## src/rtl/decrypt.sv

```systemverilog
// Streaming LWE decryptor: accumulates c0 - sum(a_i*s_i) mod q over n+1 elements and decodes the top bits.
// Define DECRYPT_ROUND_EN for round-to-nearest decode; leave it undefined for truncating decode.
module decrypt #(
  parameter int PLAINTEXT_MODULUS  = 64,
  parameter int PLAINTEXT_WIDTH    = 6,
  parameter int CIPHERTEXT_MODULUS = 1024,
  parameter int CIPHERTEXT_WIDTH   = 10,
  parameter int DIMENSION          = 10,
  parameter int DIM_WIDTH          = 4
) (
  input  logic                        clk,
  input  logic                        rst_n,
  input  logic                        in_valid,
  output logic                        in_ready,
  input  logic [CIPHERTEXT_WIDTH-1:0] ct_entry,
  input  logic [CIPHERTEXT_WIDTH-1:0] sk_entry,
  input  logic                        flush,
  output logic                        out_valid,
  input  logic                        out_ready,
  output logic [PLAINTEXT_WIDTH-1:0]  plaintext
);

`ifdef DECRYPT_ROUND_EN
  localparam bit ROUND_EN = 1'b1;
`else
  localparam bit ROUND_EN = 1'b0;
`endif

  localparam int SHIFT = CIPHERTEXT_WIDTH - PLAINTEXT_WIDTH;
  // q/(2p) is half of one plaintext step in ciphertext units.
  localparam logic [CIPHERTEXT_WIDTH-1:0] RND =
    CIPHERTEXT_WIDTH'(ROUND_EN ? CIPHERTEXT_MODULUS / (2 * PLAINTEXT_MODULUS) : 0);
  localparam logic [DIM_WIDTH-1:0] LAST_IDX = DIM_WIDTH'(DIMENSION);

  typedef enum logic {ACCUM = 1'b0, OUT = 1'b1} state_t;

  state_t                        state_q;
  logic [DIM_WIDTH-1:0]          idx_q;
  logic [CIPHERTEXT_WIDTH-1:0]   acc_q;
  logic [CIPHERTEXT_WIDTH-1:0]   acc_d;
  logic [PLAINTEXT_WIDTH-1:0]    pt_q;

  function automatic logic [CIPHERTEXT_WIDTH-1:0] mulmod(
    input logic [CIPHERTEXT_WIDTH-1:0] a,
    input logic [CIPHERTEXT_WIDTH-1:0] b
  );
    logic [CIPHERTEXT_WIDTH-1:0] p;
    p = a * b;
    return p;
  endfunction

  function automatic logic [PLAINTEXT_WIDTH-1:0] decode(
    input logic [CIPHERTEXT_WIDTH-1:0] a
  );
    logic [CIPHERTEXT_WIDTH-1:0] s;
    s = a + RND;
    return s[CIPHERTEXT_WIDTH-1:SHIFT];
  endfunction

  always_comb begin
    acc_d = acc_q;
    if (idx_q == '0) acc_d = ct_entry;
    else             acc_d = acc_q - mulmod(ct_entry, sk_entry);
  end

  always_ff @(posedge clk or negedge rst_n) begin
    if (!rst_n) begin
      state_q <= ACCUM;
      idx_q   <= '0;
      acc_q   <= '0;
      pt_q    <= '0;
    end else begin
      case (state_q)
        ACCUM: begin
          if (flush) begin
            idx_q <= '0;
          end else if (in_valid) begin
            acc_q <= acc_d;
            // Decode from the freshly accumulated value so the result is ready on entry to OUT.
            if (idx_q == LAST_IDX) begin
              idx_q   <= '0;
              state_q <= OUT;
              pt_q    <= decode(acc_d);
            end else begin
              idx_q <= idx_q + 1'b1;
            end
          end
        end
        OUT: begin
          if (out_ready) state_q <= ACCUM;
        end
        default: state_q <= ACCUM;
      endcase
    end
  end

  assign in_ready  = (state_q == ACCUM);
  assign out_valid = (state_q == OUT);
  assign plaintext = pt_q;

endmodule

```

## config.mk

```make
export PLATFORM = sky130hd
export DESIGN_NAME = decrypt
export DESIGN_NICKNAME = d
export VERILOG_FILES = /design/src/rtl/decrypt.sv
export SDC_FILE = /design/constraint.sdc
export NUM_CORES = 1
export LEC_CHECK = 0
export BUFFER_PORTS_ARGS = -buffer_cell sky130_fd_sc_hd__buf_4
export CORE_UTILIZATION = 30
export CTS_CLUSTER_SIZE = 25
export DETAILED_ROUTE_END_ITERATION = 10
export GPL_TIMING_DRIVEN = 1
export MAX_ROUTING_LAYER = met4
export SLEW_MARGIN = 20
export SYNTH_ARGS = -nofsm -noshare
export SYNTH_HDL_FRONTEND = slang
export SYNTH_SLANG_ARGS = --single-unit
export TNS_END_PERCENT = 5
```

## constraint.sdc

```tcl
create_clock -name clk -period 3.3 [get_ports clk]
set_input_delay 0.165 -clock clk [delete_from_list [all_inputs] [get_ports clk]]
set_output_delay 0.165 -clock clk [all_outputs]
set_load 0.02 [all_outputs]
```

# --- Word level (Yosys, flattened, before mapping) ---
# Cells that the tools add are included.
op_classes:
  addsub: 2
  mul: 1
  n_eq_ne: 1
  n_mux: 9
  bitwise_logic: 2
  reduce_logical: 5
op_table:
  columns: ["cell", "count"]
  rows:
  - ["$mux W4", 3]
  - ["$mul A10 B10 Y10", 1]
  - ["$mux W10", 1]
  - ["$sub A10 B10 Y10", 1]
  - ["$add A4 B1 Y4 const B", 1]
  - ["$eq A4 B4 Y1 const B", 1]
  - ["$logic_not A4 Y1", 1]
  - ["$mux W1", 4]
  - ["$reduce_and A4 Y1", 1]
  - ["$reduce_and A3 Y1", 1]
  - ["$not A1 Y1", 2]
  - ["$pmux W1 S2", 1]
  - ["$reduce_and A2 Y1", 1]
  - ["$reduce_bool A2 Y1", 1]
word_totals:
  reg_bits: 21
  word_cells: 24

# --- Logic depth before layout (Yosys ltp) ---
depth:
  depth_word: 5
  ltp_mapped: 18
  mapped_depth_nobuf: 17

# --- Least setup slack after synthesis ---
# OpenSTA, ideal clock, no wires.
synth_path:
  path_type: "input to register"
  start: "in sk_entry[3]"
  end: "reg acc_q[9]"
  setup_ns: 0.126
  arrival_ns: 4.067
  slack_ns: -0.893
  path_stages: 16
  path_buffers: 0
  path_cell_list: "and2_1 -> fa_1 -> fa_1 -> ha_1 -> inv_1 -> fa_1 -> inv_1 -> fa_1 -> inv_1 -> ha_1 -> nand2_1 -> o31ai_1 -> a21o_1 -> a21oi_2 -> xnor2_1 -> a221o_1"
synth_between:
  elab_chain_len: 3
synth_lines:
  columns: ["element", "line", "rtl"]
  rows:
  - ["start: declaration", "16", "input logic [CIPHERTEXT_WIDTH-1:0] sk_entry,"]
  - ["$mul A10 B10 Y10", "48", "p = a * b;"]
  - ["$sub A10 B10 Y10", "63", "else acc_d = acc_q - mulmod(ct_entry, sk_entry);"]
  - ["$mux W10", "62", "if (idx_q == '0) acc_d = ct_entry;"]
  - ["end signal: assignment", "70", "acc_q <= '0;"]
  - ["end signal: assignment", "78", "acc_q <= acc_d;"]
  - ["end: declaration", "39", "logic [CIPHERTEXT_WIDTH-1:0] acc_q;"]
# Every way passes these cells.
# A chain may end at the register's enable or synchronous reset.

# --- Worst setup path after layout ---
layout_path:
  start: "in ct_entry[4]"
  end: "reg acc_q[9]"
layout_between:
  elab_chain_len: 3
layout_lines:
  columns: ["element", "line", "rtl"]
  rows:
  - ["start: declaration", "15", "input logic [CIPHERTEXT_WIDTH-1:0] ct_entry,"]
  - ["$mul A10 B10 Y10", "48", null]
  - ["$sub A10 B10 Y10", "63", null]
  - ["$mux W10", "62", null]
# Every way passes these cells.

==> qor.log <==
[clock_tree] clock latency reported for the late side of the worst-skew pair 0.26 ns
[final_layout] final antenna diode count 0
[clock_tree] clock-pin slew reported for the worst setup and hold paths after clock tree synthesis 0.08 ns
[sta] unrepaired setup endpoints after global routing yes
[min_path] Hold Path Class in -> reg
[status] failing checks negative setup slack
[worst_setup_path] Reg2Reg Capture Point acc_q[9]$_DFFE_PN0P_
[power] sequential cell fraction of total power 8.0%
[floorplan] standard cell core area 9280 sq um
[synthesis] Post-synth top flop dfrtp_1
[sta] shortest clock period the worst path allows after layout 4.05 ns
[sta] Total Negative Setup Slacks -4.79 ns
[power] switching power as a share of total power 45.2%
[worst_setup_path] CP max stage cell fa_1
[power] Lkg Pwr 1.84 nW
[power] internal power component 2.44 mW
[drt] First DRT Iteration DRCs 85
[placed_design] quantity of I/O buffers inserted on ports 32
[worst_setup_path] Levels on crit path 16
[power] proportion of power drawn by the clock network 3.8%
[floorplan] die boundary width 100 um
[flow_run] MaxCap Viol Count 0
[sta] fin crit share 123%
[floorplan] effective utilization at floorplan 31.0%
[drt] count of unresolved DRC violations after routing 0
[power] portion of total power attributed to combinational logic 88.1%
[synthesis] synth unique cells 34
[sta] actual slew at the worst max-slew pin 0.530 ns
[clock_tree] TritonCTS sink count 21
[worst_setup_path] delay of the slowest cell on the worst path 0.53 ns
[drt] DRT Wirelength 6820 um
[synthesis] Yosys warnings 0
[synthesis] synthesized area divided by synthesized cell count 8.97 sq um
[synthesis] portion of the post-synthesis area used by sequential elements 18.3%
[worst_setup_path] CP required 3.45 ns
[worst_setup_path] Setup Crit Path Kind in -> reg
[grt] Overall Global Routing Usage 15.1%
[sta] final number of hold-violating endpoints 0
[drt] detail-routed net length per standard cell 13.2 um
[grt] grt total ovfl 0
[worst_setup_path] crit path DAT 4.20 ns
[clock_tree] count of H-tree levels built during CTS 1
[drt] count of vias placed by the detailed router 2,282
[worst_setup_path] critical path, cell by cell buf_4 > and2_1 > fa_1 > inv_1 > fa_1 > inv_1 > fa_1 > fa_1 > fa_2 > xor2_1 > xnor2_1 > xnor2_2 > xnor2_1 > xnor2_1 > xnor2_1 > a221o_1
[final_layout] final standard cell utilization of the core 40.3%
[synthesis] number of instances in the synthesized netlist 321
[final_layout] share of post-route cells with drive strength above 1 26.9%
[final_layout] growth of design area from synthesis to finish 30.0%
[worst_setup_path] register-to-register setup slack -0.23 ns
[synthesis] post-synthesis async set-or-reset flop share 100%
[placed_design] Routability Congestion 0.833
[grt] global-route wire length before repair 11,600 um
[sta] count of final max-slew check failures 0
[sta] final hold slack 0.0692 ns
[sta] worst slew slack as a fraction of its limit 64.7%
[synthesis] number of synthesized flops with an enable pin 0
[worst_setup_path] sum of buffers and inverters on the critical path 3
[clock_tree] Post-CTS Repair Setup Buffers 0
[floorplan] die height 100 um
[floorplan] Top-Level Pins 33
[power] power per cell area 1190 nW/um^2
[power] Peak VDD IR 0.894 mV
[grt] initial antenna violation count 0
[sta] clock tree skew after final layout 0.00366 ns
[drt] Vias per Instance 4.42
[floorplan] number of rows created at floorplan 35
[worst_setup_path] reg-to-reg startpoint acc_q[5]$_DFFE_PN0P_
[grt] via count of the first global-routing pass 2,442
[sta] final setup violation count 10
[floorplan] Die Outline Area 9990 sq um
[sta] Fmax 247 MHz
[synthesis] Post-Synthesis Cell Area 2880 sq um
[worst_setup_path] logic depth of the worst register-to-register path 15
[synthesis] flop and latch count out of synthesis 21
[clock_tree] number of buffers added by the clock tree synthesis step 3
[power] Switch Pwr 2.01 mW
[drt] Final ANT Viol Nets 0
[worst_setup_path] dominant delay contributor by cell family on the critical path adder cells
[min_path] hold-critical path endpoint out_valid$_DFF_PN0_
[clock_tree] Bufs on Longest Clock Path 2
[final_layout] layout net count 478
[grt] largest net degree at the start of global routing 22
[min_path] worst hold path stage count 2
[power] post-layout total power 4.46 mW
[clock_tree] clock tree from TritonCTS yes
[placed_design] Post-Place Worst Slack -1.07 ns
[worst_setup_path] CP Capture Type flop
[status] outcome finished with violations
[synthesis] synthesized netlist net count 411
[worst_setup_path] Startpoint Class primary input
[worst_setup_path] worst-path fanout max 4
[min_path] launch point of the worst hold path out_ready
[clock_tree] root buf cell clkbuf_8
[drt] iteration count of the initial detailed-routing pass 4
[sta] final worst slack -0.746 ns
[placed_design] post-DP HPWL 5820 um
[kinds of logic after synthesis]
| logic type | after synthesis | synth area share, % |
|---|---|---|
| AOI/OAI and AO/OA | 48 | 9.73 |
| xor gates and xnor gates | 28 | 9.04 |
| adders and majority gates | 65 | 36.6 |
| buffers and inverters | 61 | 7.95 |
| DFF | 21 | 18.3 |
| muxes | 2 | 0.739 |
| and+or+nand+nor | 96 | 17.7 |
[registers in the layout (all words and copies together), names as in the netlist]
| signal | cells |
|---|---|
| acc_q | 10 |
| idx_q | 4 |
| out_valid | 1 |
| plaintext | 6 |
[timing repair]
item | 4_1_cts | 5_1_grt
cloned | 0 | 0
pin swaps | 1 | 2
hold buffers | 1 | 0
endpoints found under the hold margin | 21 | 0
setup endpoints to repair | 12 | 13
resized for setup | 12 | 11
[power by group through the flow]
| stage | registers, mW | clock network, mW | logic, mW |
|---|---|---|---|
| CTS | 0.360 | 0.177 | 3.76 |
| detailed placement | 0.364 | 0 | 3.50 |
| global route | 0.368 | 0.188 | 4.37 |
| global placement | 0.362 | 0 | 3.41 |
| finish | 0.359 | 0.171 | 3.93 |
| floorplan | 0.356 | 0 | 2.42 |
[metrics by stage]
step | cell area [sq um] | cells
2_1_floorplan | 2930 | 321
3_3_place_gp | 3570 | 511
3_5_place_dp | 3570 | 511
4_1_cts | 3680 | 516
5_1_grt | 3740 | 516
6_report | 3740 | 516
[cell type report]
class / instances / area (sq um)
clock inverter: 1 / 5.00
inverter: 56 / 210
timing repair buffer: 67 / 505
sequential: 21 / 526
multi-input combinational: 239 / 2290
clock buffer: 3 / 41.3
fill: 945 / 5540
tap: 129 / 161
[layer usage]
| metal | GRT usage (%) | wire length, um |
|---|---|---|
| met1 | 18.9 | 3130 |
| met2 | 26.7 | 3440 |
| met3 | 1.88 | 158 |
| met4 | 2.26 | 90 |
| met5 | - | 0 |
[synth_stat cells, drive strengths merged (2+ instances only)]
| library cell | instances | area, sq um |
|---|---|---|
| clkbuf | 5 | 18.8 |
| and2 | 41 | 257 |
| o21bai | 2 | 15.0 |
| o21a | 2 | 15.0 |
| a21oi | 13 | 68.8 |
| xnor2 | 24 | 225 |
| inv | 56 | 210 |
| dfrtp | 21 | 526 |
| nor2 | 10 | 37.5 |
| nand2 | 33 | 124 |
| o21ai | 22 | 110 |
| o31ai | 2 | 15.0 |
| ha | 33 | 413 |
| xor2 | 4 | 35.0 |
| and3 | 3 | 18.8 |
| fa | 32 | 641 |
| nand2b | 2 | 12.5 |
| a21o | 3 | 22.5 |
[worst max path at each step]
stage	startpoint	endpoint
floorplan	sk_entry[3]	acc_q[9]$_DFFE_PN0P_
global placement	sk_entry[3]	acc_q[9]$_DFFE_PN0P_
detailed placement	ct_entry[4]	plaintext[5]$_DFFE_PN0P_
CTS	ct_entry[4]	plaintext[5]$_DFFE_PN0P_
global route	ct_entry[4]	acc_q[9]$_DFFE_PN0P_
finish	ct_entry[4]	acc_q[9]$_DFFE_PN0P_
[cells in the final DEF, fill, tap and decap left out, drive strengths merged]
master,n
a21oi,13
nor3,1
nand3,1
and3b,1
a21o,3
and2,41
o21bai,2
nand2,33
or3,1
a22o,1
a211oi,1
o21ai,22
dlygate4sd3,1
a22oi,1
clkinv,1
a221o,1
xor2,4
o21a,2
nor4b,1
clkbuf,3
ha,33
buf,66
and3,3
fa,32
nor2,10
mux2i,1
o31ai,2
nand3b,1
dfrtp,21
xnor2,24
mux2,1
nor3b,1
inv,56
nand2b,2
No activity file was read; power rests on OpenSTA's default activity.
